$ cat config.mk
export PLATFORM = sky130hd
export DESIGN_NAME = div_32_bit_seq
export DESIGN_NICKNAME = d
export VERILOG_FILES = /design/src/rtl/div_32_bit_seq.sv
export SDC_FILE = /design/constraint.sdc
export NUM_CORES = 1
export LEC_CHECK = 0
export ABC_AREA = 1
export ABC_CLOCK_PERIOD_IN_PS = 13500
export CORE_MARGIN = 8
export CORE_UTILIZATION = 30
export CTS_BUF_LIST = sky130_fd_sc_hd__clkbuf_8
export DETAILED_ROUTE_END_ITERATION = 16
export SYNTH_ARGS = -nofsm -noshare
export SYNTH_HDL_FRONTEND = slang
export SYNTH_SLANG_ARGS = --single-unit
$ cat constraint.sdc
create_clock -name clk -period 13.5 [get_ports clk]
set_clock_uncertainty 0.15 [all_clocks]
set_input_delay 4.05 -clock clk [delete_from_list [all_inputs] [get_ports clk]]
set_output_delay 4.05 -clock clk [all_outputs]
set_load 0.1 [all_outputs]
$ cat src/rtl/div_32_bit_seq.sv
// Restoring sequential divider for MIPS DIV/DIVU: one quotient bit per clock, LO=quotient, HI=remainder.
// Optional build macro DIV_EARLY_OUT_EN: skip the iterations when divisor is 0 or |dividend| < |divisor|.
module div_32_bit_seq #(
    parameter int WIDTH = 32
) (
    input  logic             clk,
    input  logic             reset,
    input  logic             start,
    input  logic             is_signed,
    input  logic [WIDTH-1:0] dividend,
    input  logic [WIDTH-1:0] divisor,
    output logic             busy,
    output logic             done,
    output logic [WIDTH-1:0] quotient,
    output logic [WIDTH-1:0] remainder,
    output logic             div_by_zero
);
    localparam int CW = $clog2(WIDTH);

    typedef enum logic [1:0] {IDLE, RUN, FIX} state_t;
    state_t state, state_nxt;

    logic [WIDTH-1:0] rem, quo, div_mag, dvd_raw;
    logic [CW-1:0]    count;
    logic             q_neg, r_neg, dz;
    logic             a_neg, b_neg, early;
    logic [WIDTH-1:0] a_mag, b_mag;
    logic [WIDTH+1:0] trial;
    logic             borrow;

    assign a_neg = is_signed & dividend[WIDTH-1];
    assign b_neg = is_signed & divisor[WIDTH-1];
    // MIN_INT stays 0x80..0, which is its correct unsigned magnitude
    assign a_mag = a_neg ? -dividend : dividend;
    assign b_mag = b_neg ? -divisor : divisor;

`ifdef DIV_EARLY_OUT_EN
    assign early = (divisor == '0) || (a_mag < b_mag);
`else
    assign early = 1'b0;
`endif

    // Shifted partial remainder can reach WIDTH+1 bits, so keep one extra guard bit for the borrow
    assign trial  = {1'b0, rem, quo[WIDTH-1]} - {2'b00, div_mag};
    assign borrow = trial[WIDTH+1];

    assign busy = (state != IDLE);

    always_ff @(posedge clk or posedge reset) begin
        if (reset) state <= IDLE;
        else       state <= state_nxt;
    end

    always_comb begin
        state_nxt = state;
        case (state)
            IDLE:    if (start) state_nxt = early ? FIX : RUN;
            RUN:     if (count == CW'(WIDTH-1)) state_nxt = FIX;
            FIX:     state_nxt = IDLE;
            default: state_nxt = IDLE;
        endcase
    end

    always_ff @(posedge clk or posedge reset) begin
        if (reset) begin
            rem         <= '0;
            quo         <= '0;
            div_mag     <= '0;
            dvd_raw     <= '0;
            count       <= '0;
            q_neg       <= 1'b0;
            r_neg       <= 1'b0;
            dz          <= 1'b0;
            done        <= 1'b0;
            quotient    <= '0;
            remainder   <= '0;
            div_by_zero <= 1'b0;
        end else begin
            done <= 1'b0;
            case (state)
                IDLE: if (start) begin
                    dvd_raw <= dividend;
                    div_mag <= b_mag;
                    q_neg   <= a_neg ^ b_neg;
                    r_neg   <= a_neg;
                    dz      <= (divisor == '0);
                    count   <= '0;
                    if (early) begin
                        rem <= a_mag;
                        quo <= '0;
                    end else begin
                        rem <= '0;
                        quo <= a_mag;
                    end
                end
                RUN: begin
                    count <= count + 1'b1;
                    quo   <= {quo[WIDTH-2:0], ~borrow};
                    rem   <= borrow ? {rem[WIDTH-2:0], quo[WIDTH-1]} : trial[WIDTH-1:0];
                end
                FIX: begin
                    done        <= 1'b1;
                    div_by_zero <= dz;
                    if (dz) begin
                        quotient  <= '1;
                        remainder <= dvd_raw;
                    end else begin
                        quotient  <= q_neg ? -quo : quo;
                        remainder <= r_neg ? -rem : rem;
                    end
                end
                default: ;
            endcase
        end
    end
endmodule
# == After elaboration in Yosys (flattened, before gate mapping) ==
# Cells that the tools add are included.
# word_totals
out_inout_bits,67
word_cells,52
input_bits,68
reg_bits,204
# op_classes
bitwise_logic,4
reduce_logical,7
n_eq_ne,5
n_mux,17
n_addsub,6
# op_table
cell,count
$mux W32,9
$neg A32 Y32,4
$pmux W32 S2,2
$sub A33 B32 Y34,1
$logic_not A32 Y1,1
$pmux W5 S2,1
$reduce_and A2 Y1,3
$add A5 B1 Y5 const B,1
$eq A5 B5 Y1 const B,1
$mux W5,1
$mux W2,2
$ne A2 B2 Y1 const B,2
$pmux W2 S2,1
$reduce_bool A2 Y1,2
$and A1 B1 Y1,2
$eq A2 B1 Y1 const B,1
$eq A2 B2 Y1 const B,1
$logic_not A2 Y1,1
$mux W1,1
$not A1 Y1,1
$xor A1 B1 Y1,1

# == Longest topological paths before layout ==
# logic_depth
depth_word,4
depth_mapped,16
mapped_depth_nobuf,16

# == Worst setup path after synthesis ==
# Ideal clock, no wire load.
# synth_path
kind,input port to flip-flop
start,input divisor[1]
end,register div_mag[20]
path_buffers,0
required_time_ns,13.284
t_arrival_ns,5.244
path_stages,11
setup_time_ns,0.066
path_slack_ns,8.040
path_cell_list,inv_1 -> ha_1 -> nand3_1 -> nor2_1 -> nand2_1 -> nor2_2 -> nand2_1 -> o21ai_1 -> xor2_1 -> nand2_1 -> nand2_1
# synth_between
elab_chain_cells,2
# synth_rtl
element,line_no,text
from (decl),11,"input logic [WIDTH-1:0] divisor,"
$neg A32 Y32,35,assign b_mag = b_neg ? -divisor : divisor;
$mux W32,35,
to (signal assigned),83,div_mag <= b_mag;
to (decl),23,"logic [WIDTH-1:0] rem, quo, div_mag, dvd_raw;"
# No other way between the ends.
# A chain may end at the register's enable or synchronous reset.

# == Worst setup path after layout ==
# layout_path
start,input start
end,register rem[18]
# layout_between
elab_chain_cells,2
# layout_rtl
element,line_no,text
from (decl),8,"input logic start,"
$ne A2 B2 Y1 (no source line),n/a,
$reduce_and A2 Y1 (no source line),n/a,
to (signal assigned),89,rem <= a_mag;
to (signal assigned),99,"rem <= borrow ? {rem[WIDTH-2:0], quo[WIDTH-1]} : trial[WIDTH-1:0];"
to (decl),23,
# No other way between the ends.

==> summary.txt <==
Critical path
  • Max FO, Critical Path: 107
  • Critical Path Stages: 8
  • Setup crit end kind: flip-flop
  • Register-to-Register Path Depth: 8
  • CP startpoint kind: input port
  • Critical path class: in -> reg
  • CP Cell Sequence: clkdlybuf4s50_1 > nand2_4 > inv_2 > buf_4 > nor2_4 > buf_4 > nand2_1 > nand2_1
  • CP delay by family, top: simple AND/OR/NAND/NOR gates
  • Worst Path Buf+Inv: 4
  • Max incr delay on CP: 0.77 ns
  • Slowest stage cell, crit path: nand2_4
  • Critical path data arrival time: 7.17 ns
  • Worst EP required: 13.84 ns

GRT
  • Vias in the first global route: 13600
  • Congestion Overflow GR: 0
  • Tot GR Track Use: 0.178
  • Largest net degree at the start of global routing: 143
  • First-pass GRT wire length: 77500 microns
  • Number of antenna violations at the first check in global routing: 0

Place
  • I/O Buffers: 134
  • GPL Wtd Cong: 0.924
  • Hpwl dp: 38500 microns

Detailed routing
  • Drt drc: 0
  • Vias per cell: 4.99
  • Vias: 14400
  • Antenna viol nets, final: 0
  • Detailed Route Iter0 Violations: 1304
  • Number of detailed-route iterations in the first pass: 8
  • Routed len/inst: 17.3 microns
  • Final WL: 49900 microns

CTS
  • Clock Path Buffers: 3
  • Clock root cell: clkbuf_8
  • Clock Latency Late Sink: 0.57 ns
  • Post-CTS Setup Bufs: 0
  • Post-cts resize count: 0
  • H-tree depth: 2
  • CTS tree: yes
  • CTS Buf Count: 39
  • Worst-path clk slew: 0.06 ns
  • Hold-fix buffers, CTS: 0
  • # clock sinks: 204

Run status
  • Status: finished clean

Layout
  • Share of post-route cells with drive strength above 1: 0.0550
  • Synth-to-layout area growth: 18.4%
  • Nets@finish: 2353
  • Register area: 5100 sq um
  • Area occupied by multi-input gates: 7690 sq um
  • Final Util: 0.357
  • Diode count: 0
  • Filler Cell Count: 5100

Die
  • Die Height: 234 microns
  • Starting Density: 0.301
  • Std cell rows: 80
  • Die width: 234 microns
  • Core area: 47400 sq um
  • I/O Pins: 135
  • Full die area: 54900 sq um

Timing
  • Period minus WS final: 6.83 ns
  • Fin crit share: 0.506
  • RSZ-0062 raised after global routing: false
  • Max Slew Vio Count: 0
  • Worst Tran Pin Value: 1.13 ns
  • Setup TNS Final: 0 ns
  • Hold Vio Cnt, Final: 0
  • Max-slew headroom: 0.245
  • Setup violations, final: 0
  • Peak Freq: 146 MHz

Worst hold path
  • Worst hold-check path type: reg -> reg
  • Worst Hold Path Cells: 2

Yosys
  • Ys Warns: 0
  • Post-Syn Area: 14300 sq um
  • Netlist cell types: 52
  • Mapped Nets: 2236
  • Post-synthesis sequential area ratio: 0.357
  • Mapped Cells: 2129
  • Synth Register Bits: 204
  • Syn Area/Cell: 6.72 sq um

Power
  • Peak VDD IR: 0.191 mV
  • Leak pwr: 0.00833 uW
  • PD cells: 260 nW/um^2

Flow run
  • Max cap viols: 0
[layer usage]
layer	GRT usage	routed length, microns	up-vias
met1	0.259	24000	6793
met2	0.277	21800	498
met4	0.0393	878	0
met3	0.0256	3220	59
li1	-	-	7046
met5	0	0	-
[flip-flops by register name (all words and copies together) (netlist names)]
| register | count |
|---|---|
| div_mag | 32 |
| count | 5 |
| dz | 1 |
| quo | 32 |
| remainder | 32 |
| state | 2 |
| rem | 32 |
| quotient | 32 |
| r_neg | 1 |
| dvd_raw | 32 |
| div_by_zero | 1 |
| q_neg | 1 |
| done | 1 |
[per-stage QoR]
stage / std cells / setup slack (ns) / hold slack (ns) / total power, uW / area (sq um)
after floorplan: 2129 / 3.73 / 0.299 / 3060 / 14300
after global placement: 2820 / 6.23 / 0.319 / 3780 / 16200
after detailed placement: 2820 / 6.18 / 0.315 / 3810 / 16200
after CTS: 2887 / 6.72 / 0.336 / 4410 / 16900
after global routing: 2887 / 6.45 / 0.355 / 4810 / 16900
final: 2887 / 6.67 / 0.336 / 4400 / 16900
[cell type report]
| class | count | share of cell area |
|---|---|---|
| Timing Repair Buffer | 144 | 0.0836 |
| Tap cell | 615 | 0.0454 |
| Clock buffer | 44 | 0.0358 |
| Inverter | 328 | 0.0731 |
| Clock inverter | 23 | 0.00657 |
| Sequential cell | 204 | 0.301 |
| Multi-Input combinational cell | 1529 | 0.454 |
[layout by cell type, fill, tap and decap left out, types with 11 or more instances in the layout]
master and instances:
clkbuf_8 44, o211ai_1 17, nand4_1 26, nor2_1 181
xnor2_1 20, nand3_1 219, dfrtp_1 204, xor2_1 45
a21oi_1 34, nand2_2 11, o21ai_0 113, ha_1 38
nor2_2 11, inv_1 332, nor3_1 24, nand2_1 646
clkdlybuf4s50_1 134, a22oi_1 29, a31oi_1 16
[worst register-to-register path, cell delays in order, from the launching register on]
cell and delay (ns):
dfrtp_1 0.42, nor2_1 0.52, nand2_4 0.74, inv_2 0.21, buf_4 0.56, nor2_4 0.36
buf_4 0.37, nand2_1 0.13, nand2_1 0.05
[cells in the mapped netlist, drive strengths merged]
library cell | number | area, sq um
nand3b | 9 | 67.6
a22oi | 29 | 218
inv | 324 | 1220
nand4 | 26 | 163
o31ai | 7 | 52.6
o21bai | 9 | 67.6
buf | 23 | 129
o22a | 1 | 8.76
and2 | 4 | 25.0
xor2 | 45 | 394
nor2 | 198 | 807
xnor2 | 20 | 175
or2 | 8 | 50.1
fa | 1 | 20.0
dfrtp | 204 | 5100
o32ai | 1 | 8.76
o21ai | 119 | 599
nand2 | 660 | 2530
o22ai | 8 | 50.1
a21oi | 36 | 195
clkbuf | 45 | 169
a22o | 2 | 17.5
clkinv | 4 | 15.0
ha | 38 | 475
and3 | 1 | 6.26
nor4 | 4 | 25.0
o311ai | 4 | 35.0
a211o | 2 | 17.5
o221ai | 6 | 52.6
nand3 | 228 | 1190
a31oi | 16 | 100
o211ai | 17 | 128
nor3 | 28 | 179
o21a | 2 | 15.0
[kinds of logic (layout without fill, tap and decap cells)]
kind of cell,count (synthesis),in the layout,synth area share
xor+xnor,65,65,0.0398
simple gates,1166,1166,0.352
fa+ha+maj,39,39,0.0346
compound gates,259,259,0.109
buf+inv,396,539,0.107
flops,204,204,0.357
[final timing paths]
kind                                   from           to  slack [ns]
worst max-delay path                  start      rem[18]        6.67
worst min-delay path            div_mag[20]  div_mag[20]        0.34
worst max register to register     state[1]      rem[18]        9.87
worst min register to register  div_mag[20]  div_mag[20]        0.34
max in group asynchronous             reset  dvd_raw[28]        7.83
min in group asynchronous             reset       rem[3]        3.94
[report_power, final]
group          total, uW  leakage, uW  switching, uW  internal (uW)
registers           1120      0.00239            264            855
clock network        577     0.000422            277            299
logic               2710      0.00551           1830            883
Power figures use the tool's default switching activity.
